==> src/rtl/lsu_mem_ctrl.sv <==
// Load/store unit: one aligned bus access per EXU handshake, with lane steering,
// load extension, misalignment detection and a bus-response timeout.
//
// state  | meaning
// S_IDLE | ready for a new access; latch op/addr/wdata on in_valid
// S_REQ  | bus request presented; held until mem_req_ready
// S_WAIT | awaiting read data / write ack; timeout counter running
// S_DONE | result presented to WBU until out_ready
module lsu_mem_ctrl #(
   parameter int XLEN        = 64,
   parameter int TIMEOUT_CYC = 255
) (
   input  logic              clk,
   input  logic              rst,
   input  logic              in_valid,
   output logic              in_ready,
   input  logic [3:0]        in_op,
   input  logic [XLEN-1:0]   in_addr,
   input  logic [XLEN-1:0]   in_wdata,
   output logic              out_valid,
   input  logic              out_ready,
   output logic [XLEN-1:0]   out_data,
   output logic              out_err,
   output logic              out_cause,
   output logic              mem_req_valid,
   input  logic              mem_req_ready,
   output logic [XLEN-1:0]   mem_req_addr,
   output logic              mem_req_wen,
   output logic [XLEN-1:0]   mem_req_wdata,
   output logic [XLEN/8-1:0] mem_req_wmask,
   input  logic              mem_rsp_valid,
   input  logic [XLEN-1:0]   mem_rsp_data
);
   localparam int NB   = XLEN / 8;
   localparam int OFFW = $clog2(NB);
   localparam int CW   = $clog2(TIMEOUT_CYC + 1);

   typedef enum logic [1:0] {S_IDLE, S_REQ, S_WAIT, S_DONE} state_t;

   state_t          r_state;
   state_t          w_next;
   logic [CW-1:0]   r_cnt;
   logic [1:0]      r_size;
   logic            r_uns;
   logic            r_wen;
   logic [OFFW-1:0] r_off;
   logic [XLEN-1:0] r_addr;
   logic [XLEN-1:0] r_wdata;
   logic [NB-1:0]   r_wmask;
   logic [XLEN-1:0] r_data;
   logic            r_err;
   logic            r_cause;

   logic [1:0]      w_size;
   logic [OFFW-1:0] w_off;
   logic            w_misal;
   logic [NB-1:0]   w_lanes;
   logic [NB-1:0]   w_wmask;
   logic [XLEN-1:0] w_wdata_sh;
   logic [XLEN-1:0] w_field;
   logic [XLEN-1:0] w_ext;
   logic            w_tmo;

   assign w_size     = in_op[1:0];
   assign w_off      = in_addr[OFFW-1:0];
   assign w_wdata_sh = in_wdata << {w_off, 3'b000};
   assign w_wmask    = w_lanes << w_off;
   assign w_field    = mem_rsp_data >> {r_off, 3'b000};
   assign w_tmo      = (r_cnt == CW'(TIMEOUT_CYC - 1));

   // Doubleword is illegal on a 32-bit bus and reported like a misalignment.
   always_comb begin
      w_misal = 1'b0;
      case (w_size)
         2'd0:    w_misal = 1'b0;
         2'd1:    w_misal = in_addr[0];
         2'd2:    w_misal = |in_addr[1:0];
         default: w_misal = (XLEN == 32) || (|in_addr[2:0]);
      endcase
   end

   always_comb begin
      w_lanes = '0;
      for (int i = 0; i < NB; i++) w_lanes[i] = (i < (1 << w_size));
   end

   always_comb begin
      int nbits;
      nbits = 8 << r_size;
      if (nbits > XLEN) nbits = XLEN;
      w_ext = '0;
      for (int i = 0; i < XLEN; i++) begin
         if (i < nbits) w_ext[i] = w_field[i];
         else           w_ext[i] = ~r_uns & w_field[nbits-1];
      end
   end

   always_ff @(posedge clk) begin
      if (!rst) r_state <= S_IDLE;
      else      r_state <= w_next;
   end

   always_comb begin
      w_next        = r_state;
      in_ready      = 1'b0;
      mem_req_valid = 1'b0;
      out_valid     = 1'b0;
      case (r_state)
         S_IDLE: begin
            in_ready = 1'b1;
            if (in_valid) w_next = w_misal ? S_DONE : S_REQ;
         end
         S_REQ: begin
            mem_req_valid = 1'b1;
            if (mem_req_ready) w_next = S_WAIT;
         end
         S_WAIT: begin
            if (mem_rsp_valid || w_tmo) w_next = S_DONE;
         end
         S_DONE: begin
            out_valid = 1'b1;
            if (out_ready) w_next = S_IDLE;
         end
         default: w_next = S_IDLE;
      endcase
   end

   always_ff @(posedge clk) begin
      if (!rst) begin
         r_cnt   <= '0;
         r_size  <= '0;
         r_uns   <= 1'b0;
         r_wen   <= 1'b0;
         r_off   <= '0;
         r_addr  <= '0;
         r_wdata <= '0;
         r_wmask <= '0;
         r_data  <= '0;
         r_err   <= 1'b0;
         r_cause <= 1'b0;
      end else begin
         case (r_state)
            S_IDLE: begin
               if (in_valid) begin
                  r_size  <= w_size;
                  r_uns   <= in_op[2];
                  r_wen   <= in_op[3];
                  r_off   <= w_off;
                  r_addr  <= {in_addr[XLEN-1:OFFW], {OFFW{1'b0}}};
                  r_wdata <= in_op[3] ? w_wdata_sh : '0;
                  r_wmask <= in_op[3] ? w_wmask : '0;
                  r_data  <= '0;
                  r_err   <= w_misal;
                  r_cause <= 1'b0;
                  r_cnt   <= '0;
               end
            end
            S_REQ: begin
               if (mem_req_ready) r_cnt <= '0;
            end
            S_WAIT: begin
               // A response in the final timeout cycle still completes normally.
               if (mem_rsp_valid) begin
                  r_data <= r_wen ? '0 : w_ext;
               end else if (w_tmo) begin
                  r_err   <= 1'b1;
                  r_cause <= 1'b1;
               end else begin
                  r_cnt <= r_cnt + 1'b1;
               end
            end
            default: ;
         endcase
      end
   end

   assign mem_req_addr  = r_addr;
   assign mem_req_wen   = r_wen;
   assign mem_req_wdata = r_wdata;
   assign mem_req_wmask = r_wmask;
   assign out_data      = r_data;
   assign out_err       = r_err;
   assign out_cause     = r_cause;

endmodule

==> config.mk <==
export PLATFORM = sky130hd
export DESIGN_NAME = lsu_mem_ctrl
export DESIGN_NICKNAME = d
export VERILOG_FILES = /design/src/rtl/lsu_mem_ctrl.sv
export SDC_FILE = /design/constraint.sdc
export NUM_CORES = 1
export LEC_CHECK = 0
export BUFFER_PORTS_ARGS = -buffer_cell sky130_fd_sc_hd__buf_2
export CAP_MARGIN = 20
export CORE_MARGIN = 2
export CORE_UTILIZATION = 46
export CTS_BUF_LIST = sky130_fd_sc_hd__clkbuf_16
export DETAILED_ROUTE_END_ITERATION = 10
export GPL_ROUTABILITY_DRIVEN = 0
export PLACE_DENSITY = 0.78
export SLEW_MARGIN = 20
export SYNTH_ARGS = -nofsm -noshare
export SYNTH_HDL_FRONTEND = slang
export SYNTH_SLANG_ARGS = --single-unit
==> constraint.sdc <==
create_clock -name clk -period 2.2 [get_ports clk]
set_input_delay 0.33 -clock clk [delete_from_list [all_inputs] [get_ports clk]]
set_output_delay 0.33 -clock clk [all_outputs]
set_load 0.005 [all_outputs]
; ---- Word-level counts from Yosys, hierarchy flattened
; Cells that the tools add are included.
[word_totals]
regBits = 216
input_bits = 202
out_inout_bits = 206
wordCells = 216
[op_classes]
n_addsub = 2
order_cmp = 74
eq_ne = 14
shift = 5
muxes = 95
bitwise = 2
reduce_logical = 12
[ops]
columns = op, count
row1 = "7-bit by 32-bit less-than comparator with 1-bit output, first input constant", 32
row2 = "6-bit by 32-bit less-than comparator with 1-bit output, first input constant", 16
row3 = "4-bit by 32-bit less-than comparator with 1-bit output, first input constant", 8
row4 = "5-bit by 32-bit less-than comparator with 1-bit output, first input constant", 8
row5 = 64-bit 2-to-1 mux, 4
row6 = "3-bit by 32-bit less-than comparator with 1-bit output, first input constant", 4
row7 = 64-bit case mux with 2 select lines, 1
row8 = 1-bit 2-to-1 mux, 73
row9 = "1-bit by 32-bit less-than comparator with 1-bit output, first input constant", 2
row10 = "2-bit by 32-bit less-than comparator with 1-bit output, first input constant", 2
row11 = 64-bit by 6-bit << shifter with 64-bit output, 1
row12 = 64-bit by 6-bit right shift with 64-bit output, 1
row13 = 8-bit 2-to-1 mux, 5
row14 = "32-bit by 8-bit greater-than comparator with 1-bit output, second input constant", 1
row15 = "32-bit by 8-bit less-than comparator with 1-bit output, second input constant", 1
row16 = 32-bit 2-to-1 mux, 1
row17 = "1-bit by 2-bit << shifter with 32-bit output, first input constant", 1
row18 = "4-bit by 2-bit << shifter with 32-bit output, first input constant", 1
row19 = "32-bit by 2-bit subtractor with 32-bit output, second input constant", 1
row20 = 8-bit case mux with 3 select lines, 1
row21 = "2-bit inequality test, second input constant", 8
row22 = 2-bit 2-to-1 mux, 5
row23 = "8-bit by 1-bit adder with 8-bit output, second input constant", 1
row24 = "8-bit == test, second input constant", 1
row25 = 19 further kinds, 25

; ---- Longest topological paths before layout
; Gate-level depths: netlist of run 1.
[logic_depth]
word_depth = 12
depth_mapped = 11

; ---- Worst setup path before layout of run 1
; Ideal clock, no wire load.
[synth_timing]
path_type = register to register
start = reg r_size[0]
end = reg r_data[39] (netlist: out_data[39])
setup_ns = 0.120
arrival_time_ns = 2.254
path_slack_ns = -0.174
path_stages_with_launch = 11
path_buffers = 3
synth_period_minus_slack_ns = 2.374
path_cell_list = dfxtp_1 > nor2_1 > clkbuf_1 > inv_1 > ha_1 > a311o_1 > a2bb2oi_1 > and4_1 > buf_6 > buf_6 > a211o_1
[synth_between]
elab_chain_len = 12
word_cells_on_any_way = 13
[synth_lines]
columns = item, line_no
row1 = "start, declared", 43  ; logic [1:0] r_size;
row2 = "start signal, assigned", 145  ; r_size <= w_size;
row3 = 4-bit by 2-bit << shifter with 32-bit output (*), 89  ; nbits = 8 << r_size;
row4 = 32-bit by 8-bit greater-than comparator with 1-bit output, 90  ; if (nbits > XLEN) nbits = XLEN;
row5 = 32-bit 2-to-1 mux (*), 90
row6 = 32-bit by 2-bit subtractor with 32-bit output, 94  ; else w_ext[i] = ~r_uns & w_field[nbits-1];
row7 = 1-bit binary-select mux with 6-bit select, 94
row8 = 1-bit 2-to-1 mux (implied by the code) (2 in series), 94
row9 = 1-bit AND, 94
row10 = 1-bit 2-to-1 mux (*), 93  ; if (i < nbits) w_ext[i] = w_field[i];
row11 = 64-bit 2-to-1 mux (*), 164  ; r_data <= r_wen ? '0 : w_ext;
row12 = 64-bit 2-to-1 mux (*), 163  ; if (mem_rsp_valid) begin
row13 = 64-bit case mux with 2 select lines (*), 142  ; case (r_state)
row14 = "end signal, assigned", 164
row15 = "end, declared", 50  ; logic [XLEN-1:0] r_data;
; Every way passes the cells marked *; elsewhere a longest branch is shown, timed or not. The select of a mux whose other input is x is not followed.
; A chain may end at the register's enable or synchronous reset.

; ---- Worst setup path in the final report of run 1
[layout_timing]
start = reg r_off[0]
end = reg r_data[39] (netlist: out_data[39])
[layout_between]
elab_chain_len = 9
[layout_lines]
columns = item, line_no
row1 = "start, declared", 46  ; logic [OFFW-1:0] r_off;
row2 = "start signal, assigned", 148  ; r_off <= w_off;
row3 = 64-bit by 6-bit right shift with 64-bit output (*), 68  ; assign w_field = mem_rsp_data >> {r_off, 3'b000};
row4 = 1-bit binary-select mux with 6-bit select, 94
row5 = 1-bit 2-to-1 mux (implied by the code) (2 in series), 94
row6 = 1-bit AND, 94
row7 = 1-bit 2-to-1 mux (*), 93
row8 = 64-bit 2-to-1 mux (*), 164
row9 = 64-bit 2-to-1 mux (*), 163
row10 = 64-bit case mux with 2 select lines (*), 142
; Marked as above.

==> flow_metrics.tcl, run 1 <==
set metrics [dict create \
    period_needed_ps 2103 \
    rr_endpoint "out_data[39]" \
    end_kind "register" \
    clock_skew_ps 21.94 \
    die-width_um 162.1 \
    max_stage_delay_ps 510 \
    yosys_warnings 0 \
    crit_slowest_cell "mux4_2" \
    cts_buffers 24 \
    arrival_ps 2500 \
    path_class "reg -> reg" \
    synthTopCellsByArea "dfxtp_1, mux4_2, mux2i_1" \
    p_leak_nw 6.621 \
    setup_violations 0 \
    ys.flop_type "dfxtp_1" \
    clock_sinks 216 \
    drc 0 \
    ys_seq_area_frac 0.3762 \
    grt_antenna_before_repair 2 \
    grt.met1_usage 0.3465 \
    async_flop_share 0 \
    cts_hold_buf 0 \
    ys_ff_latch 216 \
    dpl_cell_area_um2 14030 \
    htree_levels 1 \
    yosys.area.top_type_share 0.3762 \
    routed_via_density 5.744 \
    crit_path_start_kind "register" \
    drtIter0Drc 1183 \
    overflow 0 \
    yosys.area.top_type "dfxtp_1" \
    clockBufferDepth 3 \
    clk_pin_slew_ps 60 \
    path_cells "mux4_2 -> a22oi_1 -> a22oi_2 -> and4_4 -> clkbuf_16 -> a211o_1" \
    final_core_util 0.6093 \
    num_rows 57 \
    core_area_um2 24390 \
    grt_pass1_vias 10660 \
    status "finished, final reports clean" \
    finalHoldWorstSlack_ps 53.39 \
    postRouteAntennaNets 0 \
    maxCapViolations 0 \
    timing.rr.start "r_off[0]" \
    synth_edf_count 0 \
    synthesis.area_um2 11490 \
    p_per_area_nw_per_um2 860.4 \
    regToRegSetupSlack_ps 100 \
    worst_pin_slew_ps 618.1 \
    dp_hpwl_um 28840 \
    cp-startpoint "r_off[0]" \
    cp_data_required_time_ps 2600 \
    rsz0062_at_grt "true" \
    finalHoldViolCount 0 \
    cts_tree "built" \
    fmax_mhz 475.5 \
    grt_max_degree 126 \
    busiest_layer "met2" \
    cp_max_fo 16 \
    ios 408 \
    cts-root-buf "clkbuf_16" \
    wl_per_cell_um 19.48 \
    die_area_um2 26270 \
    met3_usage 0.06614 \
    routed_wl_um 38440 \
    nNetsFinal 1840 \
    io_buffer_count 404 \
    worst_slack_ps 96.89 \
    multiInputGateArea_um2 6700 \
    grt_use_met2 0.4638 \
    endpoint "out_data[39]" \
    hold_start "in_addr[53]" \
    drt_first_pass_iters 7 \
    vdd_drop_max_mv 0.6796 \
    hp-class "in -> reg" \
    drive_gt1_frac 0.3643 \
    post-route-period-util 0.9560 \
    finalMaxSlewViolations 0 \
    fillerInstances 2115 \
    slew_headroom 0.5864 \
    groute.usage.overall 0.2786 \
    place_ws_ps 1.637 \
    seq_area_um2 4330 \
    syn_to_final_growth_pct 29.29 \
    fin_area_um2 14860 \
    reg2reg_depth 6 \
    clkLatencyLatePin_ps 530 \
    ys_types 53 \
    synth_area_per_cell_um2 9.195 \
    initial_utilization 0.4712 \
    synthCells 1250 \
    vias 11330 \
    die_h_um 162.1 \
    grt_pass1_wl_um 58500 \
]
## through the flow
stage / std cells / total power [W] / TNS [ps]
CTS: 1967 / 0.01277 / 0
finish: 1973 / 0.01279 / 0
global route: 1971 / 0.01345 / -136.7
global placement: 1924 / 0.008910 / 0
floorplan: 1252 / 0.007270 / 0
detailed placement: 1924 / 0.008999 / 0
## Yosys cell counts, types with 6 or more instances
library cell	count
nand2_1	241
dfxtp_1	216
mux2i_1	94
a21boi_0	82
o21ai_0	82
clkbuf_1	74
nor2b_1	53
a22oi_1	47
mux4_2	45
and2_1	30
mux2_2	29
a221o_1	26
nor2_1	19
buf_2	18
nand2b_1	18
buf_1	17
o21a_1	16
a21oi_1	13
nor3_1	11
inv_1	10
a22o_1	9
a31oi_1	9
a222oi_1	8
ha_1	7
nand3_1	7
a211o_1	6
## layout make-up
| cell class | count | share of cell area |
|---|---|---|
| Inverter | 10 | 0.002526 |
| Antenna cell | 2 | 0.0003368 |
| Timing Repair Buffer | 471 | 0.1790 |
| Tap cell | 324 | 0.02728 |
| Clock inverter | 17 | 0.006483 |
| Clock buffer | 25 | 0.04210 |
| Multi-Input combinational cell | 908 | 0.4509 |
| Sequential cell | 216 | 0.2914 |
## placed cells by master (no fill, tap or decap), types with 45 or more instances in the layout
cell type and n:
dfxtp_1 213, a21boi_0 82, buf_2 402, nand2_1 240, mux2i_1 94, buf_4 59
o21ai_0 82, mux4_2 45, a22oi_1 47, nor2b_1 52
## worst min-delay path by stage
stage                       endpoint  cells after the start  slack (ps)
global route        mem_req_addr[28]                      3          50
detailed placement      out_data[28]                      2         450
CTS                 mem_req_addr[56]                      3          40
global placement        out_data[27]                      2         430
floorplan               out_data[17]                      2         450
finish              mem_req_addr[53]                      3          50
## timing repair
item | 4_1_cts | 5_1_grt
resized for setup | 2 | 13
endpoints found under the hold margin | 0 | 0
setup endpoints to repair | 19 | 69
pin swaps | 0 | 4
cloned | 0 | 1
setup buffers | 1 | 3
## worst max-delay path, delay by kind of cell (launching register included)
family,cells,cell delay (ps)
multiplexers,1,510
flip-flops,1,410
buffers and inverters,1,180
AO/OA/AOI/OAI,3,670
AND/OR/NAND/NOR,1,220
## registers in the layout (all words and copies together) (netlist names), 2 cells and up
signal         cells
mem_req_wmask      8
mem_req_wdata     64
r_off              3
r_cnt              8
r_state            2
out_data          64
r_size             2
mem_req_addr      61
## cells by family after synthesis
logic type | share of synthesized area
adder cells (fa/ha/maj) | 0.007620
AND/OR/NAND/NOR | 0.1582
flip-flops | 0.3762
other | 0.0003263
XOR/XNOR | 0.003810
buffers and inverters | 0.04834
multiplexers | 0.1985
AO/OA/AOI/OAI | 0.2071
## layer usage
metal | part of all wire | routed length (um)
met1 | 0.38 | 14730
met2 | 0.47 | 18010
met5 | 0 | 0
met3 | 0.099 | 3817
met4 | 0.049 | 1887
## power by group
group / switching, W / leakage [nW] / internal (W) / total (W)
sequential: 0.000264 / 1.76 / 0.00435 / 0.00461
combinational: 0.00255 / 4.49 / 0.00187 / 0.00442
clock: 0.00161 / 0.378 / 0.00215 / 0.00376
total: 0.00442 / 6.62 / 0.00837 / 0.0128
No activity file was read; power rests on OpenSTA's default activity.
==> inputs of run 2 (changes only) <==
--- a/config.mk
+++ b/config.mk
@@ -12,7 +12,7 @@
 export CTS_BUF_LIST = sky130_fd_sc_hd__clkbuf_16
 export DETAILED_ROUTE_END_ITERATION = 10
 export GPL_ROUTABILITY_DRIVEN = 0
-export PLACE_DENSITY = 0.78
+export PLACE_DENSITY = 0.74
 export SLEW_MARGIN = 20
 export SYNTH_ARGS = -nofsm -noshare
 export SYNTH_HDL_FRONTEND = slang
==> flow_metrics.tcl, run 2 (same netlist as run 1, synthesis figures left out) <==
set metrics [dict create \
    critPathBufInv 2 \
    reg2reg_depth 7 \
    pwr-share-seq 0.341 \
    rsz0062_at_grt "false" \
    routed_wl_um 38380 \
    dp_hpwl_um 28440 \
    end_kind "register" \
    hp-class "in -> reg" \
    max_stage_delay_ps 410 \
    p_sw_w 0.004519 \
    drt_first_pass_iters 6 \
    final_cell_mix "buf_2, nand2_1, dfxtp_1" \
    clock_skew_ps 17.49 \
    htree_levels 1 \
    setup_violations 0 \
    cts_hold_buf 0 \
    drive_gt1_frac 0.3709 \
    crit_slowest_cell "dfxtp_2" \
    fin_area_um2 15070 \
    syn_to_final_growth_pct 31.09 \
    clockBufferDepth 3 \
    worst_pin_slew_ps 701.5 \
    slew_headroom 0.5306 \
    maxCapViolations 0 \
    groute.usage.overall 0.2755 \
    multiInputGateArea_um2 6696 \
    swShare 0.3344 \
    regToRegSetupSlack_ps 80 \
    arrival_ps 2520 \
    hold_depth 3 \
    tns_ps 0 \
    drtIter0Drc 1226 \
    clk_pin_slew_ps 60 \
    wl_per_cell_um 19.43 \
    path_cells "buf_12 -> nor2_1 -> a311o_1 -> a2bb2oi_2 -> and4_4 -> clkbuf_16 -> a211o_1" \
    period_needed_ps 2120 \
    crit_family "compound AO/OA/AOI/OAI gates" \
    nNetsFinal 1843 \
    clock_sinks 216 \
    grt_pass1_wl_um 57930 \
    cp_data_required_time_ps 2600 \
    fillerInstances 2129 \
    crit_path_start_kind "register" \
    cp_max_fo 48 \
    postRouteAntennaNets 0 \
    core_area_um2 24390 \
    crit_cells 7 \
    clkPwrFrac 0.322 \
    grt_pass1_vias 10690 \
    die_area_um2 26270 \
    finalPower_w 0.01351 \
    finalMaxSlewViolations 0 \
    layout_commonest_cell "buf_2" \
    path_class "reg -> reg" \
    clkLatencyLatePin_ps 530 \
    p_leak_nw 6.710 \
    vdd_drop_max_mv 0.6580 \
    p_per_area_nw_per_um2 896.9 \
    placedCellCount 1928 \
    grt_max_degree 80 \
    comb_power_share 0.336 \
    cts_tree "built" \
    die-width_um 162.1 \
    finalHoldViolCount 0 \
    cts-root-buf "clkbuf_16" \
    drc 0 \
    final_cells 1975 \
    p_int_w 0.008994 \
    io_buffer_count 404 \
    ios 408 \
    seq_area_um2 4332 \
    vias 11360 \
    grt_antenna_before_repair 0 \
    post-route-period-util 0.9636 \
    num_rows 57 \
    overflow 0 \
    status "finished, final reports clean" \
    die_h_um 162.1 \
    fmax_mhz 471.7 \
    routed_via_density 5.753 \
    initial_utilization 0.4712 \
    dpl_cell_area_um2 14120 \
    cts_buffers 25 \
]
[run 2: cell types whose count changed in the layout (fill, tap and decap cells not counted), moves of 2 or more]
cell	before	now
buf_12	9	14
buf_4	59	54
bufinv_16	1	5
clkinv_1	6	3
inv_1	15	12
a2111oi_0	3	1
a2111oi_2	0	2
buf_6	0	2
inv_6	0	2
[run 2: worst reg2reg max path: stages (launching register included)]
cell and delay [ps]:
dfxtp_2 410, buf_12 290, nor2_1 120, a311o_1 370, a2bb2oi_2 160, and4_4 230, clkbuf_16 170, a211o_1 270
[run 2: layout make-up]
type / count / share of cell area
antenna: 1 / 0.0001661
tap: 324 / 0.02691
inverter: 10 / 0.002491
multi-input combinational: 908 / 0.4444
sequential: 216 / 0.2875
timing repair buffer: 473 / 0.1822
clock buffer: 25 / 0.04152
clock inverter: 18 / 0.01478
[run 2: worst paths after layout]
kind	from	endpoint
hold / removal	in_addr[57]	mem_req_addr[57]
setup / recovery	r_off[0]	out_data[43]
setup reg to reg	r_off[0]	out_data[43]
hold reg to reg	out_data[40]	out_data[40]
[run 2: power groups by stage]
stage                     Sequential, W  Combinational, W  Clock (W)
after floorplan                 0.00467           0.00260          0
after global placement          0.00466           0.00438          0
after detailed placement        0.00468           0.00443          0
after CTS                       0.00460           0.00446    0.00441
after global routing            0.00466           0.00494    0.00459
final                           0.00461           0.00455    0.00435
[run 2: stage by stage]
| stage | hold slack [ps] | utilization | setup WS [ps] |
|---|---|---|---|
| 2_1_floorplan | 448.7 | - | 1.247 |
| 3_3_place_gp | 440.5 | 0.5789 | 99.14 |
| 3_5_place_dp | 446.8 | 0.5789 | 36.07 |
| 4_1_cts | 44.14 | 0.6139 | 7.224 |
| 5_1_grt | 41.90 | 0.6176 | 2.323 |
| 6_report | 60.13 | 0.6177 | 80.13 |
[run 2: metal layers]
| layer | track usage | wire length [um] | share of wire |
|---|---|---|---|
| met5 | 0 | 0 | 0 |
| met4 | 0.1118 | 1609 | 0.042 |
| met3 | 0.07201 | 3849 | 0.10 |
| met2 | 0.4478 | 17620 | 0.46 |
| met1 | 0.3498 | 15300 | 0.40 |
[run 2: what timing repair did]
action / 4_1_cts / 5_1_grt
buffers inserted: 0 / 1
pin swaps: 0 / 3
cloned: 0 / 2
endpoints found under the setup margin: 23 / 50
resized for setup: 1 / 17
